## src/rtl/tt_settle_timer.sv

```systemverilog
// Loadable down-counter with zero flag; holds at zero until reloaded.
module tt_settle_timer #(
  parameter int W = 3
) (
  input  logic         clk,
  input  logic         rst,
  input  logic         load_i,
  input  logic [W-1:0] load_val_i,
  input  logic         dec_i,
  output logic         zero_o
);

  logic [W-1:0] cnt_q;

  always_ff @(posedge clk) begin
    if (rst) begin
      cnt_q <= '0;
    end else if (load_i) begin
      cnt_q <= load_val_i;
    end else if (dec_i && cnt_q != '0) begin
      cnt_q <= cnt_q - 1'b1;
    end
  end

  assign zero_o = (cnt_q == '0);

endmodule

```

## config.mk

```make
export PLATFORM = sky130hd
export DESIGN_NAME = tt_settle_timer
export DESIGN_NICKNAME = d
export VERILOG_FILES = /design/src/rtl/tt_settle_timer.sv
export SDC_FILE = /design/constraint.sdc
export NUM_CORES = 1
export LEC_CHECK = 0
export CAP_MARGIN = 20
export CORE_AREA = 2 2 39 41
export CTS_BUF_LIST = sky130_fd_sc_hd__clkbuf_4 sky130_fd_sc_hd__clkbuf_8
export DETAILED_ROUTE_END_ITERATION = 16
export DIE_AREA = 0 0 41 43
export PLACE_DENSITY = 0.35
export SLEW_MARGIN = 10
export SYNTH_ARGS = -nofsm -noshare
export SYNTH_HDL_FRONTEND = slang
export SYNTH_SLANG_ARGS = --single-unit
export TNS_END_PERCENT = 50
```

## constraint.sdc

```tcl
create_clock -name clk -period 1.7 [get_ports clk]
set_input_delay 0.34 -clock clk [delete_from_list [all_inputs] [get_ports clk]]
set_output_delay 0.34 -clock clk [all_outputs]
set_load 0.005 [all_outputs]
```

* After elaboration in Yosys (flattened, before gate mapping) *
Cells that the tools add are included.

operators by class
  add/subtract/negate cells = 1
  muxes and demuxes = 2
  reductions and logical operators = 4

operator list
  kind                                              number
  2-to-1 mux 3 bit                                  2
  logical NOT 3 bit                                 1
  nonzero test 3 bit                                1
  subtractor 3 x 1 -> 3 bit, second input constant  1
  nonzero test 2 bit                                1
  logical AND 1 bit                                 1

word-level totals
  flip-flop bits (word level) = 3
  output and inout port bits = 1

* Logic depth before layout (Yosys ltp) *
Gate-level depths: netlist of run 1.

  depth after elaboration = 4
  depth in mapped cells = 6
  depth with buffers taken out = 6

* Worst setup path before layout of run 1 *
Ideal clock, no wire load.

  path type = register -> register
  start = register cnt_q[0]
  end = register cnt_q[2]
  arrival = 1,332 ps
  data required time = 1,626 ps
  setup slack = 294 ps
  stages on the path, launching flop included = 7
  buffers on the path = 0
  cell sequence = dfxtp_1 > inv_1 > ha_1 > ha_1 > nand2b_4 > or3_1 > a31oi_1

between the ends
  longest elaborated chain between the ends = 3
  elaborated cells on any way between the ends = 6
  classes of those cells = add/sub: 1; mux: 2; reduce/logical: 3

RTL lines
  what                                                             line    RTL
  start, declared                                                  13      logic [W-1:0] cnt_q;
  start signal, assigned                                           19      cnt_q <= load_val_i;
  start signal, assigned                                           21      cnt_q <= cnt_q - 1'b1;
  subtractor 3 x 1 -> 3 bit or nonzero test 3 bit (tied branches)  21, 20
  2-to-1 mux 3 bit or logical AND 1 bit (tied branches)            20      end else if (dec_i && cnt_q != '0) begin
  2-to-1 mux 3 bit or nonzero test 2 bit (tied branches)           n/a

Several ways; a longest one is shown, not always the timed one. The select of a mux whose other input is x is not followed.
A chain may end at the register's enable or synchronous reset.

* Worst setup path after layout of run 1 *
  start = register cnt_q[0]
  end = output zero_o

between the ends
  longest elaborated chain between the ends = 1

RTL lines
  what               line  RTL
  logical NOT 3 bit  25    assign zero_o = (cnt_q == '0);
  end, declared      10    output logic zero_o

No other way between the ends.

==> key figures, run 1 <==
Outcome
  • Status: finished clean

Worst setup path
  • Cells on worst reg2reg path: 6
  • RR Startpoint: cnt_q[0]$_SDFFE_PP0P_
  • Worst Setup Path Type: reg -> out
  • Max stage delay on crit path: 330 ps
  • Worst EP arrival: 1240 ps
  • WP data required: 1360 ps
  • Worst Path Max Fanout: 2
  • Endpoint type of the worst setup path: output port
  • CP max-delay cell: dfxtp_1
  • CP cell instances: inv_1, ha_1, ha_1, dlygate4sd2_1
  • RR Endpoint: cnt_q[1]$_SDFFE_PP0P_
  • CP Launch Type: flop
  • R2R Setup Slk: 240 ps
  • Worst path most repeated cell: ha_1

Power and ir drop
  • Max IR drop VDD: around 0.0003 V
  • Pwr Total: 273 uW
  • Lkg Pwr: roughly 0.00012 uW
  • PD cells: 907 mW/mm^2

Finish
  • Design Area, Final: 302 um^2
  • Commonest non-fill, non-tap cell in the layout: clkdlybuf4s50_1
  • Commonest cells after routing, fill and taps aside: 6 x clkdlybuf4s50_1, 4 x inv_1, 4 x clkbuf_4
  • Multi-input combinational cell area: 108 um^2
  • P&R area growth vs syn: 65.1%
  • # fillers: 159
  • Core Util, Final: about 22%
  • NumNets Final: 42
  • Fraction of layout cells with a size suffix above 1: 15.6%
  • Register area: ~60 um^2
  • Inserted Diodes: 0
  • Max FFs per register: 3
  • Regs by FF count: cnt_q x3
  • Largest register by flop count: cnt_q

CTS
  • CTS root buffer: clkbuf_4
  • Post-CTS resize count: 1
  • Hold-fix buffers, CTS: 0
  • CTS Sinks: 3
  • Reg clk slew, reported paths: 30 ps
  • CTS tree: done
  • Total CTS buffers: 3
  • H-tree Lvls: 1
  • Setup bufs post-CTS: 0
  • Clk_lat worst skew: 230 ps
  • Clock Tree Buf Depth: 2

Global routing
  • GRT Util Overall: between 6 and 7%
  • Initial antenna violation count: 0
  • First-pass GRT wire length: 634 um
  • Grt total ovfl: 0
  • Largest net degree at the start of global routing: 9
  • Number of global-route vias before repair: 161

STA
  • RSZ-0062 raised after global routing: no
  • Max Transition Viols Final: 0
  • Setup Viol. Count Final: 0
  • Maximum clock rate: 0.633 GHz
  • Setup_tns: 0 ps
  • Fin crit share: 92.9%
  • Slew @ Worst Pin: 239 ps
  • Min Clock Period, post-route: 1580 ps
  • Minimum hold slack: 502 ps
  • Max-slew headroom: a little over four fifths
  • Clock skew: 1.14 ps
  • Final Hold Vio Count: 0

Drt
  • Total Wirelength: 386 um
  • Vias post-DR: 176
  • Post-route ant nets: 0
  • Starting DRT DRC Count: 0
  • Pre-Repair DR Iteration Count: 1
  • Via density: approximately 3.7
  • DRC: 0
  • Wire length per cell: a little over 8 um

Floorplanning
  • Rows: 14
  • Overall die area: 0.00176 mm^2
  • Die W: 41 um
  • Io pins: 8
  • Core area: approximately 0.0014 mm^2
  • Initial Util: 13.2%
  • Die Span Y: 43 um

Hold path
  • Hold Path Sink: cnt_q[2]$_SDFFE_PP0P_
  • Min-delay worst type: reg -> reg
  • WHS Path Cells: 2
  • Hold wc startpoint: cnt_q[2]$_SDFFE_PP0P_

Placement
  • Post-DP Area: 273 um^2
  • Port Buf Inserts: 7
  • GP Congestion: 0.584
  • Dpl hpwl: 320 um

Yosys
  • Post-Syn Nets: 30
  • Ys Warns: 0
  • Syn Inst Count: 21
  • Sequential-to-total area share from yosys stat: 32.9%
  • Netlist cell types: 11
  • Synthesized cell area: about 180 um^2
  • Synth Area per Inst: just under 9 um^2
  • FF+latch count, synth: 3

Flow run
  • Maxcap violations: 0
-- cells by family (layout without fill, tap and decap cells) --
logic type / after synthesis / after routing / synth area share [%]
AO/OA/AOI/OAI: 4 / 4 / 13.7
XOR/XNOR: 1 / 1 / 4.80
adder cells (fa/ha/maj): 2 / 2 / 13.7
buffers and inverters: 4 / 15 / 8.22
flip-flops: 3 / 3 / 32.9
AND/OR/NAND/NOR: 7 / 7 / 26.7
-- area by class of cell --
class,instances,share of cell area (%)
Clock buffer,4,9.96
Inverter,4,4.98
Multi-Input combinational cell,14,35.7
Sequential cell,3,19.9
Tap cell,16,6.64
Timing Repair Buffer,7,22.8
-- power breakdown --
| part | switching (uW) | internal, uW | leakage [uW] |
|---|---|---|---|
| sequential | 3.16 | 77.1 | 0.0000249 |
| clock | 33.9 | 104 | 0.0000184 |
| combinational | 21.0 | 34.7 | 0.0000805 |
-- worst max path at each step --
stage	startpoint	endpoint	cells after the start
after floorplan	cnt_q[0]$_SDFFE_PP0P_	cnt_q[2]$_SDFFE_PP0P_	6
after global placement	cnt_q[0]$_SDFFE_PP0P_	zero_o	4
after detailed placement	cnt_q[0]$_SDFFE_PP0P_	zero_o	4
after CTS	cnt_q[0]$_SDFFE_PP0P_	zero_o	4
after global routing	cnt_q[0]$_SDFFE_PP0P_	zero_o	4
final	cnt_q[0]$_SDFFE_PP0P_	zero_o	4
-- layer usage --
layer	part of all wire, %	wire, um	track usage [%]	vias up
li1	-	-	-	95
met1	41	160	5.43	76
met2	48	185	7.19	5
met3	10	40	7.85	0
met4	0	0	4.00	0
met5	0	0	0	-
-- Yosys cell counts --
| library cell | count | area [um^2] |
|---|---|---|
| o21a_1 | 1 | 7.51 |
| a21oi_1 | 1 | 5.00 |
| xnor2_1 | 1 | 8.76 |
| nand2_1 | 2 | 7.51 |
| inv_1 | 4 | 15.0 |
| ha_1 | 2 | 25.0 |
| or3_1 | 2 | 12.5 |
| nand3b_1 | 2 | 15.0 |
| nand2b_4 | 1 | 13.8 |
| a31oi_1 | 2 | 12.5 |
| dfxtp_1 | 3 | 60.1 |
-- worst max-delay path: cells and delay by family, from the launching register on --
kind | cells | cell delay, ps
flip-flops | 1 | 330
adder cells (fa/ha/maj) | 2 | 370
buffers and inverters | 2 | 310
-- stage by stage --
stage | std cells | worst slack (ps)
global placement | 44 | 161
floorplan | 21 | 294
finish | 48 | 120
global route | 48 | 43.3
CTS | 48 | 100
detailed placement | 44 | 166
(Power assumes the default switching activity.)
==> inputs of run 2 (changes only) <==
--- a/config.mk
+++ b/config.mk
@@ -8,6 +8,7 @@
 export CAP_MARGIN = 20
 export CORE_AREA = 2 2 39 41
 export CTS_BUF_LIST = sky130_fd_sc_hd__clkbuf_4 sky130_fd_sc_hd__clkbuf_8
+export CTS_CLUSTER_DIAMETER = 120
 export DETAILED_ROUTE_END_ITERATION = 16
 export DIE_AREA = 0 0 41 43
 export PLACE_DENSITY = 0.35
==> results of run 2 <==
Final layout, timing and power as in run 1 (identical DEF).
==> inputs of run 3 (changes only) <==
--- a/config.mk
+++ b/config.mk
@@ -5,9 +5,8 @@
 export SDC_FILE = /design/constraint.sdc
 export NUM_CORES = 1
 export LEC_CHECK = 0
-export CAP_MARGIN = 20
 export CORE_AREA = 2 2 39 41
-export CTS_BUF_LIST = sky130_fd_sc_hd__clkbuf_4 sky130_fd_sc_hd__clkbuf_8
+export CTS_BUF_LIST = sky130_fd_sc_hd__clkbuf_8
 export CTS_CLUSTER_DIAMETER = 120
 export DETAILED_ROUTE_END_ITERATION = 16
 export DIE_AREA = 0 0 41 43
==> run 3 against run 2 <==
Sequential cell count unchanged. First-iteration DRC count unchanged. Register-to-register slack about the same. Die area unchanged. Fmax up 1.3%. Final area up 5.0%. Critical path type unchanged.
==> key figures, run 3 (synthesis results as in run 1) <==
Drt
  • Total Wirelength: 401 um (+3.9%)
  • Vias post-DR: 178 (+1.1%)
  • Via density: 3.71 (+1.1%)
  • Post-route ant nets: 0 (unchanged)
  • Pre-Repair DR Iteration Count: 1 (unchanged)
  • DRC: 0 (unchanged)
  • Starting DRT DRC Count: 0 (unchanged)
  • Wire length per cell: 8.35 um (+3.9%)

CTS
  • CTS Sinks: 3 (unchanged)
  • Total CTS buffers: 3 (unchanged)
  • H-tree Lvls: 1 (unchanged)
  • Clock Tree Buf Depth: 2 (unchanged)
  • Setup bufs post-CTS: 0 (unchanged)
  • Clk_lat worst skew: 210 ps (-20 ps)
  • Reg clk slew, reported paths: 30 ps (about the same)
  • CTS root buffer: clkbuf_8
  • CTS tree: done

Finish
  • P&R area growth vs syn: 73.3%
  • Commonest non-fill, non-tap cell in the layout: clkdlybuf4s50_1
  • Commonest cells after routing, fill and taps aside: 6 x clkdlybuf4s50_1, 5 x inv_1, 3 x clkbuf_8, 3 x dfxtp_1
  • Largest register by flop count: cnt_q
  • Inserted Diodes: 0 (unchanged)
  • # fillers: 162 (+1.9%)
  • NumNets Final: 42 (unchanged)
  • Regs by FF count: cnt_q x3
  • Design Area, Final: 317 um^2 (+5.0%)
  • Max FFs per register: 3 (unchanged)
  • Fraction of layout cells with a size suffix above 1: 12.5% (-3.1 points)

STA
  • Minimum hold slack: 501 ps (-0.336 ps)
  • Setup ws final: 141 ps (+20.3 ps)
  • Setup Viol. Count Final: 0 (unchanged)
  • Slew @ Worst Pin: 241 ps (+1.98 ps)
  • Min Clock Period, post-route: 1560 ps (-20.3 ps)
  • Setup_tns: 0 ps (unchanged)
  • RSZ-0062 raised after global routing: no
  • Max Transition Viols Final: 0 (unchanged)
  • Max-slew headroom: 83.9% (-0.13 points)
  • Final Hold Vio Count: 0 (unchanged)
  • Clock skew: 1.49 ps (+0.349 ps)
  • Maximum clock rate: 0.641 GHz (+1.3%)
  • Fin crit share: 91.7% (-1.2 points)

Placement
  • GP Congestion: 0.584 (unchanged)
  • Dpl hpwl: 320 um (unchanged)
  • Port Buf Inserts: 7 (unchanged)
  • Place WS: 166 ps (unchanged)
  • Post-DP Area: 273 um^2 (unchanged)

Global routing
  • Number of global-route vias before repair: 160 (-0.62%)
  • First-pass GRT wire length: 641 um (+1.1%)
  • Initial antenna violation count: 0 (unchanged)
  • Grt total ovfl: 0 (unchanged)
  • Largest net degree at the start of global routing: 9 (unchanged)
  • GRT Util Overall: 6.41% (+0.30 points)

Hold path
  • Min-delay worst type: reg -> reg

Power and ir drop
  • Lkg Pwr: 0.000132 uW (+6.9%)
  • Max IR drop VDD: 0.000365 V (+19%)
  • PD cells: 1050 mW/mm^2 (+16%)

Worst setup path
  • Worst path most repeated cell: ha_1
  • Worst EP arrival: 1220 ps (-20 ps)
  • CP Launch Type: flop
  • WP data required: 1360 ps (about the same)
  • CP cell instances: inv_1, ha_1, ha_1, dlygate4sd2_1
  • CP max-delay cell: dfxtp_1
  • Max stage delay on crit path: 330 ps (about the same)
  • Endpoint type of the worst setup path: output port
  • Worst Path Max Fanout: 2 (unchanged)
  • Worst Setup Path Type: reg -> out

Floorplanning
  • Initial Util: 13.2% (unchanged)
  • Core area: 0.00138 mm^2 (unchanged)
  • Overall die area: 0.00176 mm^2 (unchanged)
  • Die Span Y: 43 um (unchanged)
  • Io pins: 8 (unchanged)
  • Die W: 41 um (unchanged)
  • Rows: 14 (unchanged)

Flow run
  • Maxcap violations: 0 (unchanged)

Outcome
  • Status: finished clean
run 3: cell types whose count changed in the layout (fill, tap and decap cells not counted):
cell      before  now
inv_1          4    5
clkbuf_8       0    3
clkbuf_4       4    0
run 3: timing repair:
action,CTS,global route
setup endpoints to repair,1,0
resized for setup,1,0
hold buffers,0,0
run 3: report_power, final:
group	internal (uW)	switching, uW	total (uW)	leakage, uW
Combinational	34.7	20.9	55.6	0.0000805
Sequential	77.2	3.10	80.3	0.0000249
Clock	153	44.4	198	0.0000269
run 3: cell type report:
type | count | area (um^2) | area share (%)
clock inverters | 1 | 3.75 | 1.19
well taps | 16 | 20.0 | 6.32
multi-input cells | 14 | 108 | 34.0
clock buffers | 3 | 41.3 | 13.0
repair buffers | 7 | 68.8 | 21.7
inverters | 4 | 15.0 | 4.74
flip-flops and latches | 3 | 60.1 | 19.0
run 3: metrics by stage:
| stage | total power, uW | instances | utilization (%) |
|---|---|---|---|
| after floorplan | 112 | 21 | - |
| after global placement | 140 | 44 | 19.7 |
| after detailed placement | 141 | 44 | 19.7 |
| after CTS | 342 | 48 | 22.9 |
| after global routing | 357 | 48 | 22.9 |
| final | 334 | 48 | 22.9 |
run 3: worst max-delay path: cells and delay by family (launching register included):
| kind | cells | cell delay [ps] |
|---|---|---|
| adders and majority gates | 2 | 370 |
| buffers and inverters | 2 | 310 |
| DFF | 1 | 330 |
run 3: metal layers:
layer | vias up | wire, um | global-route usage, %
met1 | 76 | 154 | 5.43
met4 | 0 | 10 | 8.00
li1 | 95 | - | -
met2 | 5 | 191 | 7.19
met5 | - | 0 | 0
met3 | 2 | 44 | 6.28
run 3: path summary, 6_finish.rpt:
check,start,to,slack (ps),cells after the start
hold / removal,cnt_q[2]$_SDFFE_PP0P_,cnt_q[2]$_SDFFE_PP0P_,500,2
setup / recovery,cnt_q[0]$_SDFFE_PP0P_,zero_o,140,4
setup reg to reg,cnt_q[0]$_SDFFE_PP0P_,cnt_q[1]$_SDFFE_PP0P_,250,6
hold reg to reg,cnt_q[2]$_SDFFE_PP0P_,cnt_q[2]$_SDFFE_PP0P_,500,2
